### src/rtl/fc_result_argmax.sv
// Collects one frame of signed FC3 logits, tracks the running argmax,
// publishes the winning class and score, and offers registered logit readback.
module fc_result_argmax #(
   parameter int DATA_WIDTH_OUT = 32,
   parameter int NUM_CLASS      = 10,
   parameter int IDX_WIDTH      = 4
) (
   input  logic                      clk1,
   input  logic                      rst_n,
   input  logic                      start,
   input  logic                      in_valid,
   input  logic [DATA_WIDTH_OUT-1:0] in_data,
   input  logic [IDX_WIDTH-1:0]      rd_addr,
   output logic [DATA_WIDTH_OUT-1:0] rd_data,
   output logic [IDX_WIDTH-1:0]      class_idx,
   output logic [DATA_WIDTH_OUT-1:0] class_score,
   output logic                      result_valid,
   output logic                      busy,
   output logic                      seq_err
);

   typedef enum logic [1:0] {
      IDLE,
      COLLECT,
      DONE
   } state_t;

   localparam logic [IDX_WIDTH-1:0] LAST_IDX = IDX_WIDTH'(NUM_CLASS - 1);
   localparam logic [IDX_WIDTH-1:0] ONE_IDX  = IDX_WIDTH'(1);

   state_t                     state;
   logic [IDX_WIDTH-1:0]       cnt;
   logic [DATA_WIDTH_OUT-1:0]  run_max;
   logic [IDX_WIDTH-1:0]       run_idx;
   logic [DATA_WIDTH_OUT-1:0]  logit_mem [NUM_CLASS];

   logic                       take;
   logic [DATA_WIDTH_OUT-1:0]  nxt_max;
   logic [IDX_WIDTH-1:0]       nxt_idx;

   // Strict greater-than keeps the lowest index on ties.
   always_comb begin
      take    = 1'b0;
      nxt_max = run_max;
      nxt_idx = run_idx;
      if ((cnt == '0) || ($signed(in_data) > $signed(run_max)))
         take = 1'b1;
      if (take) begin
         nxt_max = in_data;
         nxt_idx = cnt;
      end
   end

   always_ff @(posedge clk1 or negedge rst_n) begin
      if (!rst_n) begin
         state        <= IDLE;
         cnt          <= '0;
         run_max      <= '0;
         run_idx      <= '0;
         class_idx    <= '0;
         class_score  <= '0;
         result_valid <= 1'b0;
         busy         <= 1'b0;
         seq_err      <= 1'b0;
      end else if (start) begin
         state        <= COLLECT;
         cnt          <= '0;
         run_max      <= '0;
         run_idx      <= '0;
         result_valid <= 1'b0;
         busy         <= 1'b1;
         seq_err      <= 1'b0;
      end else begin
         result_valid <= 1'b0;
         unique case (state)
            IDLE: begin
               if (in_valid)
                  seq_err <= 1'b1;
            end
            COLLECT: begin
               if (in_valid) begin
                  run_max <= nxt_max;
                  run_idx <= nxt_idx;
                  if (cnt == LAST_IDX) begin
                     state        <= DONE;
                     cnt          <= '0;
                     class_idx    <= nxt_idx;
                     class_score  <= nxt_max;
                     result_valid <= 1'b1;
                     busy         <= 1'b0;
                  end else begin
                     cnt <= cnt + ONE_IDX;
                  end
               end
            end
            DONE: begin
               if (in_valid)
                  seq_err <= 1'b1;
            end
            default: state <= IDLE;
         endcase
      end
   end

   // Buffer and readback; a same-cycle read sees the pre-write value.
   always_ff @(posedge clk1 or negedge rst_n) begin
      if (!rst_n) begin
         rd_data <= '0;
         for (int i = 0; i < NUM_CLASS; i++)
            logit_mem[i] <= '0;
      end else begin
         if (rd_addr <= LAST_IDX)
            rd_data <= logit_mem[rd_addr];
         else
            rd_data <= '0;
         if (!start && in_valid && (state == COLLECT))
            logit_mem[cnt] <= in_data;
      end
   end

endmodule

### config.mk
export PLATFORM = sky130hd
export DESIGN_NAME = fc_result_argmax
export DESIGN_NICKNAME = d
export VERILOG_FILES = /design/src/rtl/fc_result_argmax.sv
export SDC_FILE = /design/constraint.sdc
export NUM_CORES = 1
export LEC_CHECK = 0
export ABC_AREA = 1
export CORE_MARGIN = 2
export CORE_UTILIZATION = 45
export DETAILED_ROUTE_END_ITERATION = 7
export PLACE_DENSITY = 0.67
export SLEW_MARGIN = 20
export SYNTH_ARGS = -nofsm -noshare
export SYNTH_HDL_FRONTEND = slang
export SYNTH_SLANG_ARGS = --single-unit
### constraint.sdc
create_clock -name clk1 -period 2.02 [get_ports clk1]
set_input_delay 0.606 -clock clk1 [delete_from_list [all_inputs] [get_ports clk1]]
set_output_delay 0.606 -clock clk1 [all_outputs]
set_load 0.1 [all_outputs]
After elaboration in Yosys (flattened, before gate mapping)
Index checks and enable logic that the tools add are counted.
{"block": "op_classes", "multipliers": 0, "n_reduce_logical": 17, "n_mux": 35, "n_lt_le_gt_ge": 5, "eq_ne": 6, "div": 0, "bitwise_logic": 3, "shifts": 0, "n_addsub": 1}
{"operator": "320-bit bitwise mux", "count": 1}
{"operator": "32-bit two-way mux", "count": 8}
{"operator": "32-bit binary-select mux with 4-bit select", "count": 1}
{"operator": "32-bit demux with 4-bit select", "count": 1}
{"operator": "32-bit > comparator", "count": 1}
{"operator": "4-bit two-way mux", "count": 8}
{"operator": "1-bit two-way mux", "count": 12}
{"operator": "5-bit greater-or-equal comparator (second input constant)", "count": 2}
{"operator": "4-bit NOT with 5-bit output", "count": 2}
{"operator": "2-bit nonzero test", "count": 4}
{"operator": "2-bit two-way mux", "count": 3}
{"operator": "3-bit != test (second input constant)", "count": 2}
{"operator": "3-bit AND reduction", "count": 2}
{"operator": "5-bit by 1-bit less-than comparator with 1-bit output (second input constant)", "count": 1}
{"operator": "4-bit by 1-bit adder with 4-bit output (second input constant)", "count": 1}
{"operator": "4-bit == test (second input constant)", "count": 1}
{"operator": "4-bit <= comparator (second input constant)", "count": 1}
{"operator": "4-bit logical NOT", "count": 1}
{"operator": "2-bit one-hot mux with 2 select lines", "count": 1}
{"operator": "2-bit AND reduction", "count": 2}
{"operator": "4-bit AND reduction", "count": 1}
{"operator": "1-bit logical AND", "count": 3}
{"operator": "2-bit by 1-bit == test with 1-bit output (second input constant)", "count": 1}
{"operator": "2-bit == test (second input constant)", "count": 1}
{"operator": "other kinds (6)", "count": 6}
{"block": "word_totals", "reg_bits": 433, "ram_bits": 0, "in_bits": 40, "romBits": 0, "out_inout_bits": 71, "wordCells": 87, "memories": 0, "latchBits": 0}

Longest topological paths before layout
{"block": "depth", "depth_word": 7, "depth_mapped": 21, "mapped_depth_nobuf": 19}

Least setup slack after synthesis
No wires, ideal clock.
{"block": "synth_path", "path_kind": "input to register", "startpoint": "in in_data[0]", "endpoint": "reg class_score[10]", "required_time_ns": 1.900, "setup_ns": 0.120, "setup_slack_ns": -0.379, "t_arrival_ns": 2.279, "path_buffers": 2, "stages": 21, "path_cell_list": "inv_1 -> clkbuf_1 -> ha_1 -> inv_1 -> nand2_1 -> nand2_1 -> nand2_1 -> nand2_1 -> nand2_1 -> nand2_1 -> nand2_1 -> nand2_1 -> nand2_2 -> nand2_1 -> nand2_2 -> nand3_4 -> nand2_8 -> buf_12 -> nand2_4 -> nand3_1 -> nand2_1"}
{"block": "synth_between", "elab_chain_cells": 4}
{"element": "from (decl)", "line_no": "12", "rtl": "input logic [DATA_WIDTH_OUT-1:0] in_data,"}
{"element": "32-bit > comparator", "line_no": "46", "rtl": "if ((cnt == '0) || ($signed(in_data) > $signed(run_max)))"}
{"element": "1-bit logical OR", "line_no": "46"}
{"element": "1-bit two-way mux", "line_no": "46"}
{"element": "32-bit two-way mux", "line_no": "48", "rtl": "if (take) begin"}
{"element": "to (signal assigned)", "line_no": "88", "rtl": "class_score <= nxt_max;"}
{"element": "to (decl)", "line_no": "16", "rtl": "output logic [DATA_WIDTH_OUT-1:0] class_score,"}
No other way between the ends.
A chain may end at the register's enable or synchronous reset.

Final worst setup path
{"block": "layout_path", "startpoint": "reg run_max[5]", "endpoint": "reg run_max[27]"}
{"block": "layout_between", "elab_chain_cells": 7}
{"element": "from (decl)", "line_no": "33", "rtl": "logic [DATA_WIDTH_OUT-1:0] run_max;"}
{"element": "from (signal assigned)", "line_no": "82", "rtl": "run_max <= nxt_max;"}
{"element": "32-bit > comparator", "line_no": "46"}
{"element": "1-bit logical OR", "line_no": "46"}
{"element": "1-bit two-way mux", "line_no": "46"}
{"element": "32-bit two-way mux", "line_no": "48"}
{"element": "32-bit two-way mux", "line_no": "81", "rtl": "if (in_valid) begin"}
{"element": "32-bit two-way mux", "line_no": "75", "rtl": "unique case (state)"}
{"element": "32-bit two-way mux", "line_no": "65", "rtl": "end else if (start) begin"}
No other way between the ends. The select of a mux whose other input is x is not followed.

==> run summary <==
The die width came out at 214.7 microns. In the final design database the tool counted 2505 nets. The leakage power figure came out at 12.12 nW.

The highest clock frequency the design can meet came out at 423.6 MHz. The total power per unit cell area is 872.3 nW/um^2. At the pin with the least slew margin, the transition time is 0.4830 ns. The final-layout fill cell count is 3600. The proportion of layout cells with a drive suffix above 1 came out at 20.79%. The worst path setup slack after routing came out at -0.3405 ns.

Among all stages on the critical path, the largest delay is contributed by dfrtp_1. The critical register-to-register path startpoint is run_max[5]. The class of the tightest hold or removal check is reg -> reg. The final standard cell utilization of the core is 59.50%.

The signed area change from the synthesized netlist to the final layout came out at 31.09%. The register bit total from synthesis is 433. The detailed router finished its first iteration with 1416 violations. The floorplan step defined a die boundary enclosing 46110 sq um.

The maximum number of pins on one net before global-route repair is 86. The total overflow reported by the global router came out at 0. The final critical path takes up 116.9% of the cycle. The number of placed I/O pins came out at 111. For this run, design rule violations remaining after detail routing come to 0.

Wires add up to 56180 microns. The time the worst path needs with I/O delays and setup is 2.360 ns. The relative contribution of combinational cells to total power came out at 19.0%.

The checks that failed: negative setup slack. STA puts the critical path data required time at 2.47 ns. Of all nets on the critical path, the largest fanout is 7. Clock tree synthesis found a total of 433 sinks. Adding up every negative setup slack in the final design gives -20.86 ns.

After synthesis, flip-flops and latches occupy 54.22% of the total area. The row count came out at 77. The worst-case clock skew is 0.008448 ns. The insertion delay to the later sink of the worst-skew pair is 0.56 ns. The initial cell density of the core came out at 45.39%. After clock tree synthesis, the clock-pin slew on the worst setup and hold paths is 0.06 ns.

The average detailed-routed wire length per instance came out at 18.36 microns. The flow ran to the end, but the final reports show violations. The total of endpoints with negative setup slack in the final report is 72. After detailed routing, the number of vias per cell comes to 5.509. The highest cell delay on the worst timing path came out at 0.39 ns. The critical path's top delay family is simple AND/OR/NAND/NOR gates. The count of warnings emitted by yosys is 0.

The synthesized netlist devotes 16.31% of its cell area to compound gates. The quantity of I/O buffers inserted on ports came out at 110. The distinct cell type count after synthesis is 37. The xor and xnor fraction of the mapped netlist area came out at 0.04382%. The cell area that synthesis handed to floorplanning was 19990 sq um. STA puts the critical path data arrival time at 2.81 ns.

The via count of the first global-routing pass came out at 17161. TritonCTS built the clock tree. The root buffer cell is clkbuf_16. The dominant combinational cell family by area after synthesis is simple AND/OR/NAND/NOR gates. The register-to-register path setup slack came out at -0.34 ns. In this run the most critical hold path is launched from logit_mem[194]. The clock network is responsible for 36.7% of the overall power. The relative slew slack came out at 67.80%. The total half-perimeter wirelength after legalization and detailed placement is 34590 microns. The H-tree was split into 2 levels.

The detail route stage leaves a number of antenna-violating nets equal to 0. The worst supply voltage drop on vdd came out at 0.6295 mV. The worst setup path is of the reg -> reg kind. STA classifies the critical path startpoint as a flip-flop. The number of failing hold endpoints at the final stage came to 0. The fraction of power spent switching nets is 28.70%. The number of slew-limit violations in the final report is 0. In this run the vertical extent of the chip is 214.7 microns. STA classifies the critical path endpoint as a flip-flop. The count of maximum capacitance violations came out at 0. The via count of the routed design is 16858. Setup repair after global routing could not meet its margin everywhere.

The maximum buffer depth of the clock tree came out at 3. Summing the areas of all fa, ha and maj instances in the mapped netlist gives 2.003% of the synthesized area. The number of clock buffers added by TritonCTS is 45. The number of antenna violations at the first check in global routing is 0. The count of buffering cells on the critical path with inverters included came out at 3.

The internal power is 16.29 mW. When the netlist entered floorplanning its net count stood at 2340. The placer's final routability congestion estimate is 0.8454. In this run the worst setup path begins at run_max[5]. After Yosys synthesis, and, or, nand and nor cells account for 17.84% of the synthesized area. The total iterations of the first detailed-routing run came out at 6. The analysis attributes to net switching a power of 6.559 mW.

The portion of total power attributed to sequential cells is 44.3%. The all-layer global routing usage came out at 24.43%. The area of the core came out at 44030 sq um.

The first global-routing pass estimated 91360 microns of wire. On the final layout, the worst hold slack is 0.4844 ns. The number of standard cells after synthesis came out at 2268. The mean instance size in the synthesized netlist is 8.812 sq um. Of the post-synthesis cell area, the part taken by muxes is 1.603%. Traced cell by cell, the critical path runs through inv_2 > ha_4 > a21oi_2 > nor2_1 > nor2_2 > nand2_1 > nand2_1 > nand2_2 > nand2_4 > nand2_2 > nand2_4 > nand3_4 > buf_12 > nand2_8 > buf_12 > nand2_4 > nand3_2 > nand2_1.
power groups by stage:
stage | registers (mW) | logic, mW | clock network [mW]
2_1_floorplan | 10.5 | 1.96 | 0
3_5_place_dp | 10.3 | 3.91 | 0
3_3_place_gp | 10.2 | 3.80 | 0
4_1_cts | 10.1 | 4.09 | 8.50
6_report | 10.1 | 4.34 | 8.38
5_1_grt | 10.2 | 4.76 | 8.86
stage by stage:
step / total power [mW] / cells / instance area, sq um / setup WS [ns]
4_1_cts: 22.71 / 3050 / 25780 / -0.3007
3_3_place_gp: 14.02 / 2959 / 23990 / -0.9637
6_report: 22.85 / 3060 / 26200 / -0.3405
3_5_place_dp: 14.17 / 2959 / 23990 / -0.9956
5_1_grt: 23.86 / 3059 / 26200 / -0.4292
2_1_floorplan: 12.51 / 2268 / 20170 / -0.1868
cells in the final DEF (no fill, tap or decap), drive strengths merged, types with 2 or more instances in the layout:
cell / count
a21oi: 14
a31oi: 32
a32o: 32
buf: 259
bufinv: 3
clkbuf: 64
clkdlybuf4s50: 8
clkinv: 13
clkinvlp: 3
dfrtp: 433
dlygate4sd2: 20
dlymetal6s2s: 9
ha: 32
inv: 220
mux2i: 32
nand2: 592
nand3: 178
nand4: 6
nor2: 24
o2111ai: 32
o211ai: 33
o21a: 2
o21ai: 419
o32ai: 2
worst reg2reg max path, stage by stage (launching register included):
cell and delay, ns:
dfrtp_1 0.39, inv_2 0.08, ha_4 0.20, a21oi_2 0.12, nor2_1 0.05, nor2_2 0.12
nand2_1 0.11, nand2_1 0.10, nand2_2 0.09, nand2_4 0.08, nand2_2 0.07, nand2_4 0.10
nand3_4 0.09, buf_12 0.16, nand2_8 0.13, buf_12 0.16, nand2_4 0.06, nand3_2 0.08
nand2_1 0.06
flip-flops by register name (all words and copies together) (netlist names), 2 cells and up:
name / count
rd_data: 32
class_idx: 4
run_max: 32
class_score: 32
logit_mem: 320
cnt: 4
state: 2
run_idx: 4
cell families after synthesis:
logic type	after synthesis
muxes	32
and+or+nand+nor	801
adders and majority gates	32
AOI/OAI and AO/OA	567
DFF	433
xor gates and xnor gates	1
buffers and inverters	402
synth_stat cells (all sizes together):
cell     instances  area (sq um)
a21o             1         7.510
a21oi           14         73.82
a31oi           32         200.2
a32o            32         320.3
buf             27         183.9
clkbuf         155         585.6
dfrtp          433         10840
ha              32         400.4
inv            220         825.8
mux2i           32         320.3
nand2          591          2467
nand3          178         938.4
nand4            6         43.79
nor2            24         100.1
nor3             1         10.01
o2111ai         32         280.3
o211ai          33         247.7
o21a             2         15.01
o21ai          419          2097
o32ai            2         17.52
or2              1         6.260
xor2             1         8.760
routing by layer:
layer,up-vias,wire (microns),GRT usage [%]
met5,-,0,0
met2,595,26790,40.46
li1,7870,-,-
met3,117,3371,3.694
met1,8276,24510,33.07
met4,0,1511,7.963
repair_timing:
item	4_1_cts	5_1_grt
setup endpoints to repair	72	72
hold endpoints to repair	27	0
gates resized for setup	74	73
pin swaps	38	47
gates cloned	2	2
hold buffers	1	0
buffers inserted	7	7
layout make-up:
type,count,area (sq um),share of cell area [%]
multi-input cells,1434,8224,31.39
well taps,592,740.7,2.827
repair buffers,299,4065,15.52
flip-flops and latches,433,10840,41.36
inverters,220,843.3,3.219
clock inverters,19,185.2,0.7068
diodes,1,2.502,0.009552
clock buffers,62,1303,4.972
final timing paths:
check	cells past startpoint	endpoint
setup / recovery	18	run_max[27]
hold / removal	2	logit_mem[194]
setup reg to reg	18	run_max[27]
hold reg to reg	2	logit_mem[194]
max in group asynchronous	3	state[1]
min in group asynchronous	2	rd_data[8]
Power figures use the tool's default switching activity.
